**src/rtl/gpio_in_capture_if.sv**
```systemverilog
// Register-port bundle for gpio_in_capture.
//   bus_stb   : one-cycle access strobe (master -> slave)
//   bus_we    : 1 = write, 0 = read (master -> slave)
//   bus_addr  : register select (master -> slave)
//   bus_wdata : write data (master -> slave)
//   bus_rdata : read data, zero unless bus_ack (slave -> master)
//   bus_ack   : one-cycle acknowledge (slave -> master)
interface gpio_in_capture_if #(
  parameter int unsigned WIDTH = 16
);
  logic             bus_stb;
  logic             bus_we;
  logic [1:0]       bus_addr;
  logic [WIDTH-1:0] bus_wdata;
  logic [WIDTH-1:0] bus_rdata;
  logic             bus_ack;

  modport master (
    output bus_stb, bus_we, bus_addr, bus_wdata,
    input  bus_rdata, bus_ack
  );

  modport slave (
    input  bus_stb, bus_we, bus_addr, bus_wdata,
    output bus_rdata, bus_ack
  );
endinterface

```
**src/rtl/gpio_in_capture.sv**
```systemverilog
// GPIO input capture: synchronise, debounce, detect edges into sticky
// W1C event bits, and raise a level interrupt while any event is pending.
//   clock, reset : system clock, synchronous active-high reset
//   pad_in       : raw pad inputs, asynchronous to clock
//   bus          : register port (0 DATA ro, 1 RISE_EN, 2 FALL_EN, 3 EVENT w1c)
//   irq          : high while any EVENT bit is set
module gpio_in_capture #(
  parameter int unsigned WIDTH           = 16,
  parameter int unsigned DEBOUNCE_CYCLES = 4
) (
  input  logic             clock,
  input  logic             reset,
  input  logic [WIDTH-1:0] pad_in,
  gpio_in_capture_if.slave bus,
  output logic             irq
);

  localparam int unsigned CW = (DEBOUNCE_CYCLES > 0) ? $clog2(DEBOUNCE_CYCLES + 1) : 1;
  localparam logic [CW-1:0] CNT_MAX = CW'(DEBOUNCE_CYCLES);

  localparam logic [1:0] ADDR_DATA = 2'd0;
  localparam logic [1:0] ADDR_RISE = 2'd1;
  localparam logic [1:0] ADDR_FALL = 2'd2;
  localparam logic [1:0] ADDR_EVT  = 2'd3;

  logic [WIDTH-1:0] sync1_q, sync2_q, last_q;
  logic [CW-1:0]    cnt_q, cnt_d;
  logic [WIDTH-1:0] db_q, db_d;
  logic [WIDTH-1:0] rise_en_q, rise_en_d;
  logic [WIDTH-1:0] fall_en_q, fall_en_d;
  logic [WIDTH-1:0] evt_q, evt_d;
  logic             ack1_q, ack_q;
  logic [WIDTH-1:0] rd1_q, rd1_d, rdata_q;

  logic [WIDTH-1:0] set_c, clr_c, rmux_c;
  logic             wr_c;

  // Debounce, edge detection, register writes and read-data capture
  always_comb begin
    cnt_d     = '0;
    db_d      = db_q;
    rise_en_d = rise_en_q;
    fall_en_d = fall_en_q;
    clr_c     = '0;
    rmux_c    = '0;
    rd1_d     = '0;
    wr_c      = bus.bus_stb & bus.bus_we;

    // last_q is the previous sample of sync2_q; any difference restarts the count
    if (sync2_q == last_q) begin
      cnt_d = (cnt_q == CNT_MAX) ? cnt_q : cnt_q + CW'(1);
    end
    if (cnt_d == CNT_MAX) begin
      db_d = sync2_q;
    end

    // Enables used here are the pre-write values, so writes apply from next cycle
    set_c = (db_d & ~db_q & rise_en_q) | (~db_d & db_q & fall_en_q);

    if (wr_c) begin
      unique case (bus.bus_addr)
        ADDR_RISE: rise_en_d = bus.bus_wdata;
        ADDR_FALL: fall_en_d = bus.bus_wdata;
        ADDR_EVT:  clr_c     = bus.bus_wdata;
        default:   ;
      endcase
    end

    // Set wins over a same-cycle clear
    evt_d = (evt_q & ~clr_c) | set_c;

    unique case (bus.bus_addr)
      ADDR_DATA: rmux_c = db_q;
      ADDR_RISE: rmux_c = rise_en_q;
      ADDR_FALL: rmux_c = fall_en_q;
      default:   rmux_c = evt_q;
    endcase
    if (bus.bus_stb && !bus.bus_we) begin
      rd1_d = rmux_c;
    end
  end

  // State registers; the ack travels through two stages so it appears one
  // cycle after the edge that commits the access
  always_ff @(posedge clock) begin
    if (reset) begin
      sync1_q   <= '0;
      sync2_q   <= '0;
      last_q    <= '0;
      cnt_q     <= '0;
      db_q      <= '0;
      rise_en_q <= '0;
      fall_en_q <= '0;
      evt_q     <= '0;
      ack1_q    <= 1'b0;
      rd1_q     <= '0;
      ack_q     <= 1'b0;
      rdata_q   <= '0;
    end else begin
      sync1_q   <= pad_in;
      sync2_q   <= sync1_q;
      last_q    <= sync2_q;
      cnt_q     <= cnt_d;
      db_q      <= db_d;
      rise_en_q <= rise_en_d;
      fall_en_q <= fall_en_d;
      evt_q     <= evt_d;
      ack1_q    <= bus.bus_stb;
      rd1_q     <= rd1_d;
      ack_q     <= ack1_q;
      rdata_q   <= ack1_q ? rd1_q : '0;
    end
  end

  assign bus.bus_ack   = ack_q;
  assign bus.bus_rdata = rdata_q;
  assign irq           = |evt_q;

endmodule

```
**src/flat_wrapper.sv**
```systemverilog
// flat-port wrapper written by rule: the top's interface ports become plain ports
module gpio_in_capture_flat 
#(
  parameter int unsigned WIDTH           = 16,
  parameter int unsigned DEBOUNCE_CYCLES = 4
)
  (clock, reset, pad_in, irq, bus_bus_stb, bus_bus_we, bus_bus_addr, bus_bus_wdata, bus_bus_rdata, bus_bus_ack);
  gpio_in_capture_if #(.WIDTH(WIDTH)) bus_i ();
  input  logic clock;
  input  logic reset;
  input  logic [WIDTH-1:0] pad_in;
  output logic irq;
  input wire logic [$bits(bus_i.bus_stb)-1:0] bus_bus_stb;
  input wire logic [$bits(bus_i.bus_we)-1:0] bus_bus_we;
  input wire logic [$bits(bus_i.bus_addr)-1:0] bus_bus_addr;
  input wire logic [$bits(bus_i.bus_wdata)-1:0] bus_bus_wdata;
  output wire logic [$bits(bus_i.bus_rdata)-1:0] bus_bus_rdata;
  output wire logic [$bits(bus_i.bus_ack)-1:0] bus_bus_ack;
  assign bus_i.bus_stb = bus_bus_stb;
  assign bus_i.bus_we = bus_bus_we;
  assign bus_i.bus_addr = bus_bus_addr;
  assign bus_i.bus_wdata = bus_bus_wdata;
  assign bus_bus_rdata = bus_i.bus_rdata;
  assign bus_bus_ack = bus_i.bus_ack;
  gpio_in_capture #(.WIDTH(WIDTH), .DEBOUNCE_CYCLES(DEBOUNCE_CYCLES)) u_core (.clock(clock), .reset(reset), .pad_in(pad_in), .bus(bus_i), .irq(irq));
endmodule
```
**config.mk**
```make
export PLATFORM = sky130hd
export DESIGN_NAME = gpio_in_capture_flat
export DESIGN_NICKNAME = d
export VERILOG_FILES = /design/src/rtl/gpio_in_capture_if.sv /design/src/rtl/gpio_in_capture.sv /design/src/flat_wrapper.sv
export SDC_FILE = /design/constraint.sdc
export NUM_CORES = 1
export LEC_CHECK = 0
export CAP_MARGIN = 20
export CORE_UTILIZATION = 51
export CTS_CLUSTER_SIZE = 28
export DETAILED_ROUTE_END_ITERATION = 8
export PLACE_DENSITY = 0.76
export SLEW_MARGIN = 10
export SYNTH_ARGS = -nofsm -noshare
export SYNTH_HDL_FRONTEND = slang
export SYNTH_SLANG_ARGS = --single-unit
```
**constraint.sdc**
```tcl
create_clock -name clock -period 1.8 [get_ports clock]
set_input_delay 0.18 -clock clock [delete_from_list [all_inputs] [get_ports clock]]
set_output_delay 0.18 -clock clock [all_outputs]
set_load 0.01 [all_outputs]
```
**Yosys cells after proc, flatten, opt, wreduce, memory -nomap -nowiden**

Index checks and enable logic that the tools add are counted.

- Flip-flop bits (word level): 149
- Output and inout bits: 18
- Word-level logic and storage cells: 46
- Bits of input ports: 38

- $add $sub $neg: 1
- Mux-type cells: 6
- Reductions and logical operators: 8
- Bitwise operators: 13
- Eq/ne operators: 6

Operator list:

| operator | count |
|---|---|
| $and 16x16->16 | 5 |
| $mux 16 | 3 |
| $not 16->16 | 3 |
| $pmux 16 s3 | 1 |
| $or 16x16->16 | 2 |
| $eq 16x16->1 | 1 |
| $reduce_or 16->1 | 1 |
| $eq 3x3->1 const B | 2 |
| $mux 3 | 2 |
| $eq 2x2->1 const B | 2 |
| $reduce_and 2->1 | 2 |
| $reduce_or 2->1 | 2 |
| $add 3x1->3 const B | 1 |
| $eq 2x1->1 const B | 1 |
| $logic_not 2->1 | 1 |
| $not 1->1 | 2 |
| $and 1x1->1 | 1 |
| $logic_and 1x1->1 | 1 |
| $logic_not 1->1 | 1 |

**Depth between registers and ports, before layout**

Gate-level depths: netlist (run 1).

- Depth after elaboration: 10
- Depth in mapped cells: 9
- Mapped depth without buffers: 7

**Worst setup path before layout (run 1)**

No wires, ideal clock.

- Path kind: register to register
- From: register u_core.cnt_q[0]
- To: register u_core.db_q[10]
- Path buffers: 2
- Setup time: 121 ps
- Path slack: -155 ps
- Period minus slack after synthesis: 1,955 ps
- Cell stages (with the launch flop): 10
- Required time: 1,679 ps
- Data arrival time: 1,833 ps
- Cells stage by stage: dfxtp_1 > inv_1 > ha_1 > nor2_1 > nand3_1 > a31o_2 > or2_1 > buf_2 > buf_6 > mux2_4

- Cells in the longest elaborated chain, start to end: 5
- Elaborated cells on any way between the ends: 6
- Those cells by class: 1 x add/sub; 2 x eq/ne; 3 x mux

Ends and longest elaborated chain:

| item | line | source |
|---|---|---|
| start, declared | gpio_in_capture.sv:27 | `logic [CW-1:0] cnt_q, cnt_d;` |
| start signal, assigned | gpio_in_capture.sv:103 | `cnt_q <= cnt_d;` |
| $add 3x1->3 / $eq 3x3->1 (equally long branches) | gpio_in_capture.sv:51 | `cnt_d = (cnt_q == CNT_MAX) ? cnt_q : cnt_q + CW'(1);` |
| $mux 3 * | gpio_in_capture.sv:51 |  |
| $mux 3 * | gpio_in_capture.sv:50 | `if (sync2_q == last_q) begin` |
| $eq 3x3->1 * | gpio_in_capture.sv:53 | `if (cnt_d == CNT_MAX) begin` |
| $mux 16 * | gpio_in_capture.sv:53 |  |
| end signal, assigned | gpio_in_capture.sv:91 | `db_q <= '0;` |
| end signal, assigned | gpio_in_capture.sv:104 | `db_q <= db_d;` |
| end, declared | gpio_in_capture.sv:28 | `logic [WIDTH-1:0] db_q, db_d;` |

Mark *: on every way between the ends. The rest lies on a longest branch, timed or not.
A chain may end at the register's enable or synchronous reset.

**Worst setup path in the final report (run 1)**

- From: register u_core.cnt_q[0]
- To: register u_core.db_q[11]

The elaborated chain is that of the path after synthesis.

==> flow_metrics.py, run 1 <==
metrics = {
    "synthesis": {
        "ys_ff_latch": 149,
        "synthTopCellsByArea": "dfxtp_1 (54%), nor2b_1 (9.2%), nand2_1 (6.6%)",
        "syn_area_um2": 5550,
        "synth_edf_count": 0,
        "syn_inst": 538,
        "ys_types": 31,
        "syn_nets": 578,
        "ys_seq_area_share_pct": 53.8,
        "async_flop_share_pct": 0,
        "synth_top_area_share_pct": 53.8,
        "synth_largest_area_cell": "dfxtp_1",
        "postSynthAreaPerCell_um2": 10.3,
        "ys_warn_count": 0,
        "synth_ff_type": "dfxtp_1",
    },
    "placed_design": {
        "placed_cell_area_um2": 6470,
        "hpwl_um": 8200,
        "place_ws_ns": -0.131,
        "port_buffers": 55,
        "place.gp.congestion": 0.808,
    },
    "timing": {
        "hold_viol": 0,
        "min_period_over_period_pct": 104,
        "hold_slack_ns": 0.203,
        "layout_min_cycle_time_ns": 1.87,
        "slew_viol_final": 0,
        "rsz0062_at_grt": "yes",
        "max_freq_mhz": 534,
        "final-setup-viol-count": 24,
        "fin_skew_ns": 0.00837,
        "tightest_slew_ns": 0.632,
        "relSlewSlack_pct": 57.8,
        "layout_setup_ws_ns": -0.0732,
        "tns_ns": -1.08,
    },
    "status": {
        "violations": "setup timing",
        "status": "complete, but fails checks",
    },
    "routing": {
        "postRouteAntennaNets": 0,
        "drc_errors": 0,
        "vias": 4097,
        "finalWirelength_um": 12000,
        "wl_per_cell_um": 15.6,
        "drt-pass1-iter-count": 5,
        "first_iter_violations": 266,
        "post_drt_via_cell_ratio": 5.33,
    },
    "cts": {
        "max-clock-path-buffers": 2,
        "cts_buffers": 17,
        "cts_tree": "yes",
        "clkTransAtPathRegs_ns": 0.06,
        "clkSinkCount": 149,
        "post_cts_buffers": 0,
        "clkLatencyLatePin_ns": 0.53,
        "cts_max_level": 4,
        "cts_root_buf": "clkbuf_8",
    },
    "final_layout": {
        "fin_nets": 660,
        "final_common_cell": "dfxtp_1",
        "final_area_um2": 7130,
        "area_delta_synth_final_pct": 28.5,
        "diodes": 0,
        "drive_gt1_share_pct": 18.0,
        "fillerInstances": 765,
        "final_cell_mix": "dfxtp_1 (144), nand2_1 (98), nor2b_1 (82)",
    },
    "hold_path": {
        "hold_path_class": "input port to flip-flop",
    },
    "global_route": {
        "grt_pass1_wl_um": 19000,
        "grt_use_total_pct": 22.4,
        "antenna_found_initial": 0,
        "grt_pass1_vias": 4013,
        "grt_max_degree": 26,
        "overflow": 0,
    },
    "worst_setup_path": {
        "crit_start": "u_core.cnt_q[0]",
        "r2r_cells": 8,
        "critical_path_class": "flip-flop to flip-flop",
        "cp-start-kind": "flip-flop",
        "crit_fanout": 16,
        "cp.arrival_ns": 2.29,
        "r2r_setup_slack_ns": -0.07,
        "r2r-start": "u_core.cnt_q[0]",
        "worst_setup_path_end_kind": "flip-flop",
        "cp-endpoint": "u_core.db_q[11]",
        "required_ns": 2.21,
        "timing.rr.end": "u_core.db_q[11]",
    },
    "die": {
        "start_util_pct": 53.3,
        "fp.dieW_um": 106,
        "fp.dieH_um": 106,
        "rows": 37,
        "design.core.area_um2": 10400,
        "die_area_um2": 11300,
        "ioPinCount": 56,
    },
    "power_and_ir_drop": {
        "swShare_pct": 22.1,
        "power.total_mw": 7.23,
        "p_int_mw": 5.63,
        "p_comb_share_pct": 5.2,
        "pwr-share-seq_pct": 46.9,
        "ir_drop_v": 0.000635,
        "p_sw_mw": 1.60,
        "power_density_nw_per_um2": 1010,
        "clock_power_share_pct": 47.8,
        "static-leakage-power_nw": 2.73,
    },
    "run": {
        "drv_cap": 0,
    },
}
## cells by family after synthesis
kind of cell               synth area share, %
muxes                                     10.4
buffers and inverters                     2.39
and+or+nand+nor                           22.9
adders and majority gates                0.451
xor gates and xnor gates                  2.53
AOI/OAI and AO/OA                         7.55
DFF                                       53.8
## worst min path at each step
stage | startpoint | to | slack (ns) | depth (start not counted)
5_1_grt | pad_in[8] | u_core.sync1_q[8] | 0.19 | 2
2_1_floorplan | pad_in[0] | u_core.sync1_q[0] | 0.31 | 1
6_report | pad_in[8] | u_core.sync1_q[8] | 0.20 | 2
4_1_cts | pad_in[8] | u_core.sync1_q[8] | 0.19 | 2
3_3_place_gp | u_core.rd1_q[11] | u_core.bus.bus_rdata[11] | 0.41 | 1
3_5_place_dp | u_core.rd1_q[3] | u_core.bus.bus_rdata[3] | 0.42 | 1
## repair_timing
| item | 4_1_cts | 5_1_grt |
|---|---|---|
| hold buffers | 1 | 0 |
| pin swaps | 3 | 14 |
| gates cloned | 0 | 1 |
| gates resized for setup | 9 | 2 |
| hold endpoints to repair | 1 | 0 |
| setup endpoints to repair | 33 | 32 |
## power by group through the flow
stage	combinational [mW]	clock [mW]	sequential, mW
final	0.378	3.46	3.39
after global routing	0.408	3.64	3.40
after CTS	0.376	3.50	3.39
after detailed placement	0.369	0	3.46
after global placement	0.360	0	3.46
after floorplan	0.175	0	3.46
## final cells by class
cell class | count | area (µm²) | area share (%)
clock buffers | 20 | 445 | 6.24
multi-input cells | 357 | 2490 | 34.9
clock inverters | 12 | 144 | 2.02
well taps | 136 | 170 | 2.39
flip-flops and latches | 149 | 2990 | 41.9
inverters | 4 | 15.0 | 0.210
repair buffers | 91 | 881 | 12.3
## stage by stage
step | utilization (%) | cells
4_1_cts | 68.2 | 768
6_report | 68.5 | 769
5_1_grt | 68.5 | 769
3_3_place_gp | 62.1 | 735
3_5_place_dp | 62.1 | 735
2_1_floorplan | - | 538
## synth_stat cells (2+ instances only)
cell / count
dfxtp_1: 149
and2_1: 16
nand4_1: 2
a21oi_1: 33
nor2_1: 4
nor4_1: 8
ha_1: 2
buf_2: 4
inv_1: 3
mux2_2: 6
mux2_4: 10
nand2b_1: 2
a32o_1: 16
nand3b_1: 18
nand3_1: 3
clkbuf_1: 23
nand2_1: 98
nor2b_1: 82
xor2_1: 16
o21ai_0: 17
mux4_2: 16
## critical path, cell delays in order, from the launching register on
cell	delay (ns)
dfxtp_2	0.36
inv_2	0.06
ha_4	0.16
nor2_1	0.10
nand3_1	0.10
a31o_2	0.24
or2_1	0.27
buf_12	0.17
mux2_4	0.29
## registers in the layout, indices dropped and copies added, names as in the netlist, 3 cells and up
| register | count |
|---|---|
| u_core.sync2_q | 16 |
| u_core.db_q | 16 |
| u_core.bus.bus_rdata | 16 |
| u_core.cnt_q | 3 |
| u_core.fall_en_q | 16 |
| u_core.last_q | 16 |
| u_core.rd1_q | 16 |
| u_core.evt_q | 16 |
| u_core.sync1_q | 16 |
| u_core.rise_en_q | 16 |
## layer usage
metal / up-vias / part of all wire (%) / global-route usage (%)
met2: 190 / 48 / 35.8
li1: 1994 / - / -
met5: - / 0 / 0
met3: 27 / 7.4 / 5.82
met1: 1886 / 42 / 27.8
met4: 0 / 2.3 / 11.9
No activity file was read; power rests on OpenSTA's default activity.
==> inputs of run 2 (changes only) <==
--- a/config.mk
+++ b/config.mk
@@ -7,6 +7,7 @@
 export LEC_CHECK = 0
 export CAP_MARGIN = 20
 export CORE_UTILIZATION = 51
+export CTS_CLUSTER_DIAMETER = 40
 export CTS_CLUSTER_SIZE = 28
 export DETAILED_ROUTE_END_ITERATION = 8
 export PLACE_DENSITY = 0.76
==> results of run 2 <==
Final layout, timing and power as in run 1 (identical DEF).
